File: config.mk
export PLATFORM = sky130hd
export DESIGN_NAME = divide_rr_arbiter
export DESIGN_NICKNAME = d
export VERILOG_FILES = /design/src/rtl/divide_rr_arbiter.sv
export SDC_FILE = /design/constraint.sdc
export NUM_CORES = 1
export LEC_CHECK = 0
export CAP_MARGIN = 25
export CORE_UTILIZATION = 32
export CTS_CLUSTER_DIAMETER = 50
export DETAILED_ROUTE_END_ITERATION = 10
export HOLD_SLACK_MARGIN = 0.12
export PLACE_DENSITY = 0.88
export SKIP_CTS_REPAIR_TIMING = 1
export SKIP_LAST_GASP = 1
export SYNTH_ARGS = -nofsm -noshare
export SYNTH_HDL_FRONTEND = slang
export SYNTH_SLANG_ARGS = --single-unit
export TNS_END_PERCENT = 10
File: constraint.sdc
create_clock -name clock_i -period 3.3 [get_ports clock_i]
set_input_delay 0.33 -clock clock_i [delete_from_list [all_inputs] [get_ports clock_i]]
set_output_delay 0.33 -clock clock_i [all_outputs]
set_load 0.01 [all_outputs]
File: src/rtl/divide_rr_arbiter.sv
`default_nettype none
// ============================================================================
//  Module      : divide_rr_arbiter
//  Description : Shares a single divide_two_inputs core between NUM_REQ
//                requesters. Each requester supplies operands through its own
//                A/B first-word-fall-through FIFOs and receives results
//                through its own result FIFO.
//
//                Operand side: a round-robin winner among the requesters whose
//                A and B FIFOs are both non-empty is popped. Its pair is staged
//                in a register and presented to the divider as a pair of
//                FIFO-style read ports (div_a_* / div_b_*).
//
//                Result side: a tag FIFO records the grant order. The divider
//                returns results in order. Each result is steered
//                combinationally to the result FIFO named by the head tag.
//
//  Ports       : clock_i / reset_i        clock, synchronous active-low reset
//                req_{a,b}_rd_en_o        pop requester A/B FIFOs
//                req_{a,b}_empty_i        requester A/B FIFO empty flags
//                req_{a,b}_dout_i         requester FIFO heads (slice i)
//                res_wr_en_o              push requester result FIFOs
//                res_full_i               requester result FIFO full flags
//                res_din_o                result data (same value on all slices)
//                div_{a,b}_rd_en_i        divider pops staged operand
//                div_{a,b}_empty_o        staged pair absent
//                div_{a,b}_dout_o         staged operand
//                div_out_wr_en_i          divider result push
//                div_out_full_o           back-pressure to divider
//                div_out_din_i            divider result data
//                grant_cnt_o              per-requester grant counters
//                                         (only with DIV_ARB_STATS_EN)
//                err_o                    sticky protocol error
//
//  Config      : DIV_ARB_STATS_EN enables 32-bit per-requester grant counters.
//  Revision    : 1.0  initial release
// ============================================================================
module divide_rr_arbiter #(
    parameter int DATA_WIDTH = 32,
    parameter int NUM_REQ    = 2,
    parameter int TAG_DEPTH  = 8
) (
    input  logic                          clock_i,
    input  logic                          reset_i,

    output logic [NUM_REQ-1:0]            req_a_rd_en_o,
    input  logic [NUM_REQ-1:0]            req_a_empty_i,
    input  logic [NUM_REQ*DATA_WIDTH-1:0] req_a_dout_i,
    output logic [NUM_REQ-1:0]            req_b_rd_en_o,
    input  logic [NUM_REQ-1:0]            req_b_empty_i,
    input  logic [NUM_REQ*DATA_WIDTH-1:0] req_b_dout_i,

    output logic [NUM_REQ-1:0]            res_wr_en_o,
    input  logic [NUM_REQ-1:0]            res_full_i,
    output logic [NUM_REQ*DATA_WIDTH-1:0] res_din_o,

    input  logic                          div_a_rd_en_i,
    output logic                          div_a_empty_o,
    output logic [DATA_WIDTH-1:0]         div_a_dout_o,
    input  logic                          div_b_rd_en_i,
    output logic                          div_b_empty_o,
    output logic [DATA_WIDTH-1:0]         div_b_dout_o,

    input  logic                          div_out_wr_en_i,
    output logic                          div_out_full_o,
    input  logic [DATA_WIDTH-1:0]         div_out_din_i,

`ifdef DIV_ARB_STATS_EN
    output logic [NUM_REQ*32-1:0]         grant_cnt_o,
`endif
    output logic                          err_o
);

    // ------------------------------------------------------------------------
    // Widths
    // ------------------------------------------------------------------------
    localparam int TAG_W = (NUM_REQ > 1)   ? $clog2(NUM_REQ)   : 1;
    localparam int PTR_W = (TAG_DEPTH > 1) ? $clog2(TAG_DEPTH) : 1;
    // Count must distinguish 0..TAG_DEPTH, i.e. TAG_DEPTH+1 states.
    localparam int CNT_W = $clog2(TAG_DEPTH + 1);

    typedef enum logic [0:0] {
        ST_IDLE   = 1'b0,
        ST_LOADED = 1'b1
    } state_t;

    // ------------------------------------------------------------------------
    // State
    // ------------------------------------------------------------------------
    state_t                 state_q, state_d;
    logic [TAG_W-1:0]       rr_q, rr_d;
    logic [DATA_WIDTH-1:0]  stage_a_q, stage_a_d;
    logic [DATA_WIDTH-1:0]  stage_b_q, stage_b_d;
    logic [TAG_W-1:0]       tag_mem_q [TAG_DEPTH];
    logic [PTR_W-1:0]       wr_ptr_q, wr_ptr_d;
    logic [PTR_W-1:0]       rd_ptr_q, rd_ptr_d;
    logic [CNT_W-1:0]       cnt_q, cnt_d;
    logic                   err_q, err_d;

    // ------------------------------------------------------------------------
    // Combinational helpers
    // ------------------------------------------------------------------------
    logic [NUM_REQ-1:0]     w_elig;
    logic                   w_any;
    logic [TAG_W-1:0]       w_winner;
    logic [DATA_WIDTH-1:0]  w_sel_a;
    logic [DATA_WIDTH-1:0]  w_sel_b;
    logic                   w_tag_full;
    logic                   w_tag_empty;
    logic [TAG_W-1:0]       w_head_tag;
    logic                   w_head_res_full;
    logic                   w_out_full;
    logic                   w_pop;
    logic                   w_grant;
    logic                   w_staged_empty;

    // Round-robin search. Candidates are scanned from farthest (rr+NUM_REQ)
    // to nearest (rr+1). The last match wins, so the nearest eligible
    // requester after rr takes priority.
    always_comb begin
        w_elig   = ~req_a_empty_i & ~req_b_empty_i;
        w_any    = |w_elig;
        w_winner = '0;
        for (int k = NUM_REQ; k >= 1; k--) begin
            for (int j = 0; j < NUM_REQ; j++) begin
                if (w_elig[j] && (j == ((int'(rr_q) + k) % NUM_REQ))) begin
                    w_winner = TAG_W'(j);
                end
            end
        end
    end

    // Operand slice selection for the winner.
    always_comb begin
        w_sel_a = '0;
        w_sel_b = '0;
        for (int j = 0; j < NUM_REQ; j++) begin
            if (w_winner == TAG_W'(j)) begin
                w_sel_a = req_a_dout_i[j*DATA_WIDTH +: DATA_WIDTH];
                w_sel_b = req_b_dout_i[j*DATA_WIDTH +: DATA_WIDTH];
            end
        end
    end

    // Tag FIFO status and result routing.
    always_comb begin
        w_tag_full      = (cnt_q == CNT_W'(TAG_DEPTH));
        w_tag_empty     = (cnt_q == '0);
        w_head_tag      = tag_mem_q[rd_ptr_q];
        w_head_res_full = 1'b0;
        for (int j = 0; j < NUM_REQ; j++) begin
            if (w_head_tag == TAG_W'(j)) begin
                w_head_res_full = res_full_i[j];
            end
        end
        w_out_full = w_tag_empty || w_head_res_full;
        w_pop      = div_out_wr_en_i && !w_out_full;
    end

    // ------------------------------------------------------------------------
    // FSM next-state / grant decision
    // ------------------------------------------------------------------------
    always_comb begin
        state_d        = state_q;
        w_grant        = 1'b0;
        w_staged_empty = 1'b1;
        case (state_q)
            ST_IDLE: begin
                if (w_any && !w_tag_full) begin
                    w_grant = 1'b1;
                    state_d = ST_LOADED;
                end
            end
            ST_LOADED: begin
                w_staged_empty = 1'b0;
                // The stage can only be refilled in the cycle it is drained.
                if (div_a_rd_en_i) begin
                    if (w_any && !w_tag_full) begin
                        w_grant = 1'b1;
                    end else begin
                        state_d = ST_IDLE;
                    end
                end
            end
            default: begin
                state_d = ST_IDLE;
            end
        endcase
    end

    // ------------------------------------------------------------------------
    // Datapath next-state
    // ------------------------------------------------------------------------
    always_comb begin
        stage_a_d = stage_a_q;
        stage_b_d = stage_b_q;
        rr_d      = rr_q;
        wr_ptr_d  = wr_ptr_q;
        rd_ptr_d  = rd_ptr_q;
        cnt_d     = cnt_q;
        err_d     = err_q;

        if (w_grant) begin
            stage_a_d = w_sel_a;
            stage_b_d = w_sel_b;
            rr_d      = w_winner;
            wr_ptr_d  = wr_ptr_q + PTR_W'(1);
        end
        if (w_pop) begin
            rd_ptr_d = rd_ptr_q + PTR_W'(1);
        end
        case ({w_grant, w_pop})
            2'b10:   cnt_d = cnt_q + CNT_W'(1);
            2'b01:   cnt_d = cnt_q - CNT_W'(1);
            default: cnt_d = cnt_q;
        endcase

        if ((div_a_rd_en_i != div_b_rd_en_i) ||
            (div_a_rd_en_i && (state_q == ST_IDLE)) ||
            (div_out_wr_en_i && w_out_full)) begin
            err_d = 1'b1;
        end
    end

    // ------------------------------------------------------------------------
    // Registers
    // ------------------------------------------------------------------------
    always_ff @(posedge clock_i) begin
        if (!reset_i) begin
            state_q   <= ST_IDLE;
            rr_q      <= TAG_W'(NUM_REQ - 1);
            stage_a_q <= '0;
            stage_b_q <= '0;
            wr_ptr_q  <= '0;
            rd_ptr_q  <= '0;
            cnt_q     <= '0;
            err_q     <= 1'b0;
        end else begin
            state_q   <= state_d;
            rr_q      <= rr_d;
            stage_a_q <= stage_a_d;
            stage_b_q <= stage_b_d;
            wr_ptr_q  <= wr_ptr_d;
            rd_ptr_q  <= rd_ptr_d;
            cnt_q     <= cnt_d;
            err_q     <= err_d;
        end
    end

    // Tag storage needs no reset: entries are only read while cnt_q != 0.
    always_ff @(posedge clock_i) begin
        if (reset_i && w_grant) begin
            tag_mem_q[wr_ptr_q] <= w_winner;
        end
    end

    // ------------------------------------------------------------------------
    // Outputs
    // ------------------------------------------------------------------------
    always_comb begin
        for (int j = 0; j < NUM_REQ; j++) begin
            req_a_rd_en_o[j] = reset_i && w_grant && (w_winner == TAG_W'(j));
            req_b_rd_en_o[j] = reset_i && w_grant && (w_winner == TAG_W'(j));
            res_wr_en_o[j]   = reset_i && w_pop && (w_head_tag == TAG_W'(j));
        end
    end

    assign res_din_o      = {NUM_REQ{div_out_din_i}};
    assign div_a_empty_o  = w_staged_empty;
    assign div_b_empty_o  = w_staged_empty;
    assign div_a_dout_o   = stage_a_q;
    assign div_b_dout_o   = stage_b_q;
    assign div_out_full_o = w_out_full;
    assign err_o          = err_q;

`ifdef DIV_ARB_STATS_EN
    // Per-requester grant counters, wrapping at 2^32.
    generate
        for (genvar g = 0; g < NUM_REQ; g++) begin : g_stats
            logic [31:0] grant_cnt_q;
            always_ff @(posedge clock_i) begin
                if (!reset_i) begin
                    grant_cnt_q <= '0;
                end else if (w_grant && (w_winner == TAG_W'(g))) begin
                    grant_cnt_q <= grant_cnt_q + 32'd1;
                end
            end
            assign grant_cnt_o[g*32 +: 32] = grant_cnt_q;
        end
    endgenerate
`endif

endmodule
`default_nettype wire

==> impl_metrics.csv, run 1 <==
group,metric,value,unit
run_status,status,"completed",
timing,rsz0062_at_grt,"no",
worst_setup_path,crit_type,"reg -> reg",
yosys,synth_top_area_cell,"dfxtp_1",
yosys,synth.top_cell.area_share,36.4,%
yosys,ys_warn_count,0,
yosys,yosys-top-cells-count,"nand2_1 (146), dfxtp_1 (80), nor2_1 (80)",
final_layout,final_util,48.1,%
power_and_ir_drop,power_frac_seq,41.0,%
placement,postPlaceCellArea,6140,um^2
route,vias_per_cell,4.80,
timing,slew_headroom,45.8,%
yosys,synth_area_leaders,"dfxtp_1 (36%), a311oi_1 (13%), nand2_1 (12%)",
worst_setup_path,cp_max_fo,5,
worst_setup_path,critPathCaptureType,"flip-flop",
yosys,synthesis.area,4400,um^2
power_and_ir_drop,pwr-share-comb,28.6,%
floorplanning,die_area,14200,um^2
yosys,synth_cells,544,
power_and_ir_drop,irDropWorstVdd,0.223,mV
floorplanning,initial_utilization,32.9,%
worst_setup_path,cp.required,3.57,ns
timing,finClkSkew,0.00486,ns
clock_tree,htreeDepth,3,
power_and_ir_drop,power,3.13,mW
clock_tree,cts-buffers-inserted,9,
power_and_ir_drop,clockPowerShare,30.4,%
power_and_ir_drop,switchingPower,922,uW
global_routing,antenna_found_initial,0,
clock_tree,cts_tree,"yes",
global_routing,grt_max_degree,75,
clock_tree,clk_pin_slew_worst_paths,0.07,ns
final_layout,layout.cells.non_filler,850,
flow_run,cap_violations,0,
final_layout,finalNetCount,844,
floorplanning,ios,309,
timing,period_share,93.9,%
final_layout,fin_area,6420,um^2
worst_setup_path,worst_setup_path_start_kind,"flip-flop",
worst_setup_path,worstPathArrival,3.37,ns
placement,dp_slack,0.0128,ns
route,ant_nets,0,
yosys,syn_area_per_cell,8.08,um^2
global_routing,grt_usage,17.1,%
timing,setup_ws,0.200,ns
timing,hold_violations,0,
timing,finalSetupViolations,0,
floorplanning,num_rows,42,
route,routed_wl,12.0,mm
timing,period_needed,3.10,ns
route,drc,0,
timing,slew_violations,0,
route,drt_iter0_drc,196,
global_routing,grt_overflow_total,0,
timing,max_freq,0.323,GHz
power_and_ir_drop,powerDensity,488,nW/um^2
floorplanning,die_width,119,um
route,num_vias,4084,
power_and_ir_drop,internal-power,2.21,mW
worst_setup_path,rrSetupSlack,0.20,ns
floorplanning,die_y,119,um
worst_setup_path,slowest_delay,0.53,ns
timing,worstMarginPinSlew,0.813,ns
placement,gp_congestion,0.789,
global_routing,use_met2,29.4,%
global_routing,grt_pass1_vias,3937,
yosys,ys_seq_elements,88,
placement,dp_hpwl,8.57,mm
clock_tree,clock-sinks,88,
placement,port_buffers,212,
clock_tree,clock_latency,0.34,ns
global_routing,met1_usage,19.2,%
final_layout,diodes,0,
timing,fin_setup_tns,0,ns
global_routing,gr-usage-met3,5.36,%
power_and_ir_drop,p_leak,2.45,nW
final_layout,drive_above_1_share,5.93,%
placement,placedCellCount,833,
timing,timing.hold.ws,0.486,ns
final_layout,nFillCells,1268,
yosys,yosysMostFrequentCell,"nand2_1",
yosys,ys_async_sr_fraction,0,%
yosys,syn-num-nets,719,
clock_tree,clk_path_buf_depth,2,
power_and_ir_drop,swShare,29.5,%
yosys,synth_edf_count,8,
worst_setup_path,crit_chain,"mux4_2 -> mux2i_4 -> mux2i_1 -> nand2_1 -> inv_2 -> ha_2 -> nand2b_4 -> nand2_1 -> ha_1 -> mux2_2 -> nor2_1 -> a41o_1 -> a31oi_2 -> mux2i_1",
yosys,yosysSeqAreaShare,41.9,%
yosys,ys_types,36,
clock_tree,root_buffer,"clkbuf_16",
final_layout,syn2layout_area_growth,45.9,%
global_routing,grt_pass1_wl,19.3,mm
worst_setup_path,worst_path_max_delay_cell,"mux4_2",
hold_path,hp-start,"rd_ptr_q[1]$_SDFFE_PN0N_",
hold_path,hold_class,"reg -> reg",
floorplanning,fp.coreArea,13300,um^2
global_routing,grt-busiest-layer,"met2",
route,route.detailed.wl_per_inst,14.1,um
route,firstDrtPassIters,4,
yosys,synthFlopType,"dfxtp_1",
[layer usage]
metal / part of all wire (%) / wire, um
met3: 7.5 / 905
met1: 40 / 4830
met5: 0 / 0
met2: 50 / 5990
met4: 2.2 / 265
[layout by cell type (no fill, tap or decap), drive strengths merged, types with 4 or more instances in the layout]
| master | count |
|---|---|
| inv | 9 |
| mux2i | 7 |
| nand2b | 6 |
| clkdlybuf4s50 | 212 |
| ha | 4 |
| clkbuf | 9 |
| buf | 8 |
| a311oi | 64 |
| dfxtp | 80 |
| edfxtp | 8 |
| nor3 | 6 |
| nand3 | 6 |
| nand2 | 146 |
| nor2 | 80 |
| clkinv | 4 |
[area by class of cell]
type,instances,area [um^2],share of cell area [%]
Clock buffer,9,225,3.51
Clock inverter,7,45.0,0.702
Timing Repair Buffer,220,2180,34.0
Sequential cell,88,1840,28.7
Multi-Input combinational cell,344,1880,29.3
Inverter,6,22.5,0.351
Tap cell,176,220,3.43
[logic make-up after synthesis]
family          synth area share [%]
xor+xnor                       0.996
compound gates                  14.2
mux                             3.33
flops                           41.9
simple gates                    22.8
buf+inv                         15.6
fa+ha+maj                       1.14
[path summary, 6_finish.rpt]
kind / to / cells after the start
max reg2reg: cnt_q[2]$_SDFFE_PN0P_ / 14
max: cnt_q[2]$_SDFFE_PN0P_ / 14
min reg2reg: rd_ptr_q[1]$_SDFFE_PN0N_ / 2
min: rd_ptr_q[1]$_SDFFE_PN0N_ / 2
[power by group through the flow]
stage	logic, mW	clock network, mW	registers [mW]
after floorplan	0.481	0	1.33
after global placement	0.870	0	1.30
after detailed placement	0.885	0	1.30
after CTS	0.891	0.981	1.28
after global routing	0.979	1.03	1.30
final	0.897	0.951	1.28
[state kept, by name (all words and copies together) (netlist names), named ones only]
signal	cells
cnt_q	4
div_a_dout_o	32
div_b_dout_o	32
err_o	1
rd_ptr_q	3
rr_q	1
state_q	1
tag_mem_q	8
wr_ptr_q	3
[worst max-delay path, delay by kind of cell, from the launching register on]
kind / cells / cell delay (ns)
mux: 5 / 1.42
fa+ha+maj: 2 / 0.44
simple gates: 4 / 0.37
flops: 1 / 0.36
compound gates: 2 / 0.36
buf+inv: 1 / 0.09
No activity file was read; power rests on OpenSTA's default activity.
==> inputs of run 2 (changes only) <==
--- a/config.mk
+++ b/config.mk
@@ -6,11 +6,12 @@
 export NUM_CORES = 1
 export LEC_CHECK = 0
 export CAP_MARGIN = 25
-export CORE_UTILIZATION = 32
+export CORE_AREA = 2 2 121 123
 export CTS_CLUSTER_DIAMETER = 50
 export DETAILED_ROUTE_END_ITERATION = 10
+export DIE_AREA = 0 0 123 125
 export HOLD_SLACK_MARGIN = 0.12
-export PLACE_DENSITY = 0.88
+export PLACE_DENSITY = 0.83
 export SKIP_CTS_REPAIR_TIMING = 1
 export SKIP_LAST_GASP = 1
 export SYNTH_ARGS = -nofsm -noshare
==> constraint.sdc (replaced) <==
create_clock -name clock_i -period 3.8 [get_ports clock_i]
set_input_delay 0.38 -clock clock_i [delete_from_list [all_inputs] [get_ports clock_i]]
set_output_delay 0.38 -clock clock_i [all_outputs]
set_load 0.01 [all_outputs]
==> run 2 against run 1 <==
Against the previous run: core utilization is 3.0 points lower; register-to-register slack better by 0.08 ns; die area is 8.1% higher; sequential share of layout area hardly changed; cell count is 0.71% higher; worst setup slack better by 0.078 ns; critical path depth stayed put; critical path type unchanged.
==> impl_metrics.csv, run 2 (synthesis gave the netlist of run 1 again) <==
group,metric,value,unit
timing,finClkSkew,0.00745,ns
hold_path,hold_class,"reg -> reg",
clock_tree,htreeDepth,3,
global_routing,antenna_found_initial,0,
timing,period_needed,3.52,ns
final_layout,layout.cells.non_filler,856,
timing,period_share,92.7,%
global_routing,grt_overflow_total,0,
worst_setup_path,cp_max_fo,5,
power_and_ir_drop,p_leak,2.43,nW
floorplanning,fp.coreArea,14200,um^2
route,ant_nets,0,
global_routing,grt-busiest-layer,"met2",
timing,max_freq,0.284,GHz
floorplanning,num_rows,44,
global_routing,grt_pass1_vias,3904,
power_and_ir_drop,switchingPower,782,uW
power_and_ir_drop,pwr-share-comb,28.6,%
placement,port_buffers,212,
worst_setup_path,critPathCaptureType,"flip-flop",
route,drc,0,
worst_setup_path,worst_setup_path_start_kind,"flip-flop",
worst_setup_path,slowest_delay,0.61,ns
worst_setup_path,worstPathArrival,3.80,ns
timing,hold_violations,0,
route,routed_wl,12.1,mm
final_layout,final_util,45.1,%
placement,dp_hpwl,8.52,mm
final_layout,layout_common_cells,"clkdlybuf4s50_1 (212), nand2_1 (145), nor2_1 (80), dfxtp_1 (80), a311oi_1 (64)",
timing,rsz0062_at_grt,"no",
floorplanning,die_y,125,um
final_layout,syn2layout_area_growth,45.6,%
final_layout,drive_above_1_share,4.32,%
clock_tree,root_buffer,"clkbuf_16",
clock_tree,clk_path_buf_depth,2,
power_and_ir_drop,power_frac_seq,41.4,%
clock_tree,cts-buffers-inserted,9,
worst_setup_path,crit_type,"reg -> reg",
global_routing,grt_pass1_wl,19.4,mm
timing,slew_headroom,45.2,%
power_and_ir_drop,swShare,29.2,%
route,drt_iter0_drc,187,
route,num_vias,4093,
run_status,status,"completed",
clock_tree,clk_pin_slew_worst_paths,0.07,ns
timing,worstMarginPinSlew,0.822,ns
route,vias_per_cell,4.78,
worst_setup_path,cp.required,4.07,ns
route,route.detailed.wl_per_inst,14.1,um
flow_run,cap_violations,0,
floorplanning,die_width,123,um
clock_tree,clock_latency,0.34,ns
timing,timing.hold.ws,0.463,ns
final_layout,finalNetCount,842,
floorplanning,initial_utilization,31.0,%
worst_setup_path,worst_path_max_delay_cell,"mux4_1",
global_routing,grt_usage,15.8,%
global_routing,gr-usage-met3,4.15,%
power_and_ir_drop,clockPowerShare,30.0,%
final_layout,diodes,0,
final_layout,nFillCells,1379,
power_and_ir_drop,irDropWorstVdd,0.225,mV
global_routing,use_met2,25.3,%
timing,finalSetupViolations,0,
final_layout,final_common_cell,"clkdlybuf4s50_1",
global_routing,met1_usage,19.2,%
worst_setup_path,crit_chain,"mux4_1 -> mux2i_4 -> mux2i_1 -> nand2_1 -> inv_1 -> ha_1 -> nand2b_1 -> nand2_1 -> ha_1 -> mux2_2 -> nor2_1 -> a41o_1 -> a31oi_2 -> mux2i_1",
clock_tree,cts_tree,"yes",
floorplanning,ios,309,
timing,fin_setup_tns,0,ns
global_routing,grt_max_degree,75,
floorplanning,die_area,15400,um^2
clock_tree,clock-sinks,88,
power_and_ir_drop,internal-power,1.90,mW
route,firstDrtPassIters,4,
power_and_ir_drop,powerDensity,419,nW/um^2
timing,slew_violations,0,
placement,placedCellCount,840,
placement,gp_congestion,0.811,
## run 2: layout make-up
class                           count  area [um^2]  share of cell area (%)
Multi-Input combinational cell    344         1880                    29.3
Clock inverter                      7         38.8                   0.606
Tap cell                          184          230                    3.60
Clock buffer                        9          225                    3.52
Sequential cell                    88         1840                    28.8
Timing Repair Buffer              218         2170                    33.8
Inverter                            6         22.5                   0.352
## run 2: power by group through the flow
stage	Clock, mW	Combinational (mW)	Sequential [mW]
global route	0.875	0.838	1.13
floorplan	0	0.417	1.16
CTS	0.834	0.771	1.11
detailed placement	0	0.766	1.13
global placement	0	0.758	1.13
finish	0.804	0.766	1.11
## run 2: final timing paths
check	from	endpoint	slack (ns)	depth (start not counted)
setup / recovery	flip-flop	cnt_q[2]$_SDFFE_PN0P_	0.28	14
hold / removal	err_o$_SDFFE_PN0P_	err_o$_SDFFE_PN0P_	0.46	2
setup reg to reg	flip-flop	cnt_q[2]$_SDFFE_PN0P_	0.28	14
hold reg to reg	err_o$_SDFFE_PN0P_	err_o$_SDFFE_PN0P_	0.46	2
## run 2: worst max-delay path, delay by kind of cell (launching register included)
| kind | cells | cell delay (ns) |
|---|---|---|
| AOI/OAI and AO/OA | 2 | 0.38 |
| adders and majority gates | 2 | 0.45 |
| buffers and inverters | 1 | 0.16 |
| DFF | 1 | 0.35 |
| muxes | 5 | 1.66 |
| and+or+nand+nor | 4 | 0.46 |
## run 2: stage by stage
step | power [mW] | setup slack (ns) | instance area [um^2]
final | 2.68 | 0.279 | 6400
after global routing | 2.84 | 0.0818 | 6400
after CTS | 2.72 | 0.336 | 6400
after detailed placement | 1.90 | 0.397 | 6140
after global placement | 1.89 | 0.511 | 6140
after floorplan | 1.57 | 0.677 | 4400
## run 2: metal layers
layer / share of wire, % / vias up
li1: - / 2035
met1: 41 / 1851
met2: 48 / 168
met3: 7.5 / 39
met4: 3.8 / 0
met5: 0 / -
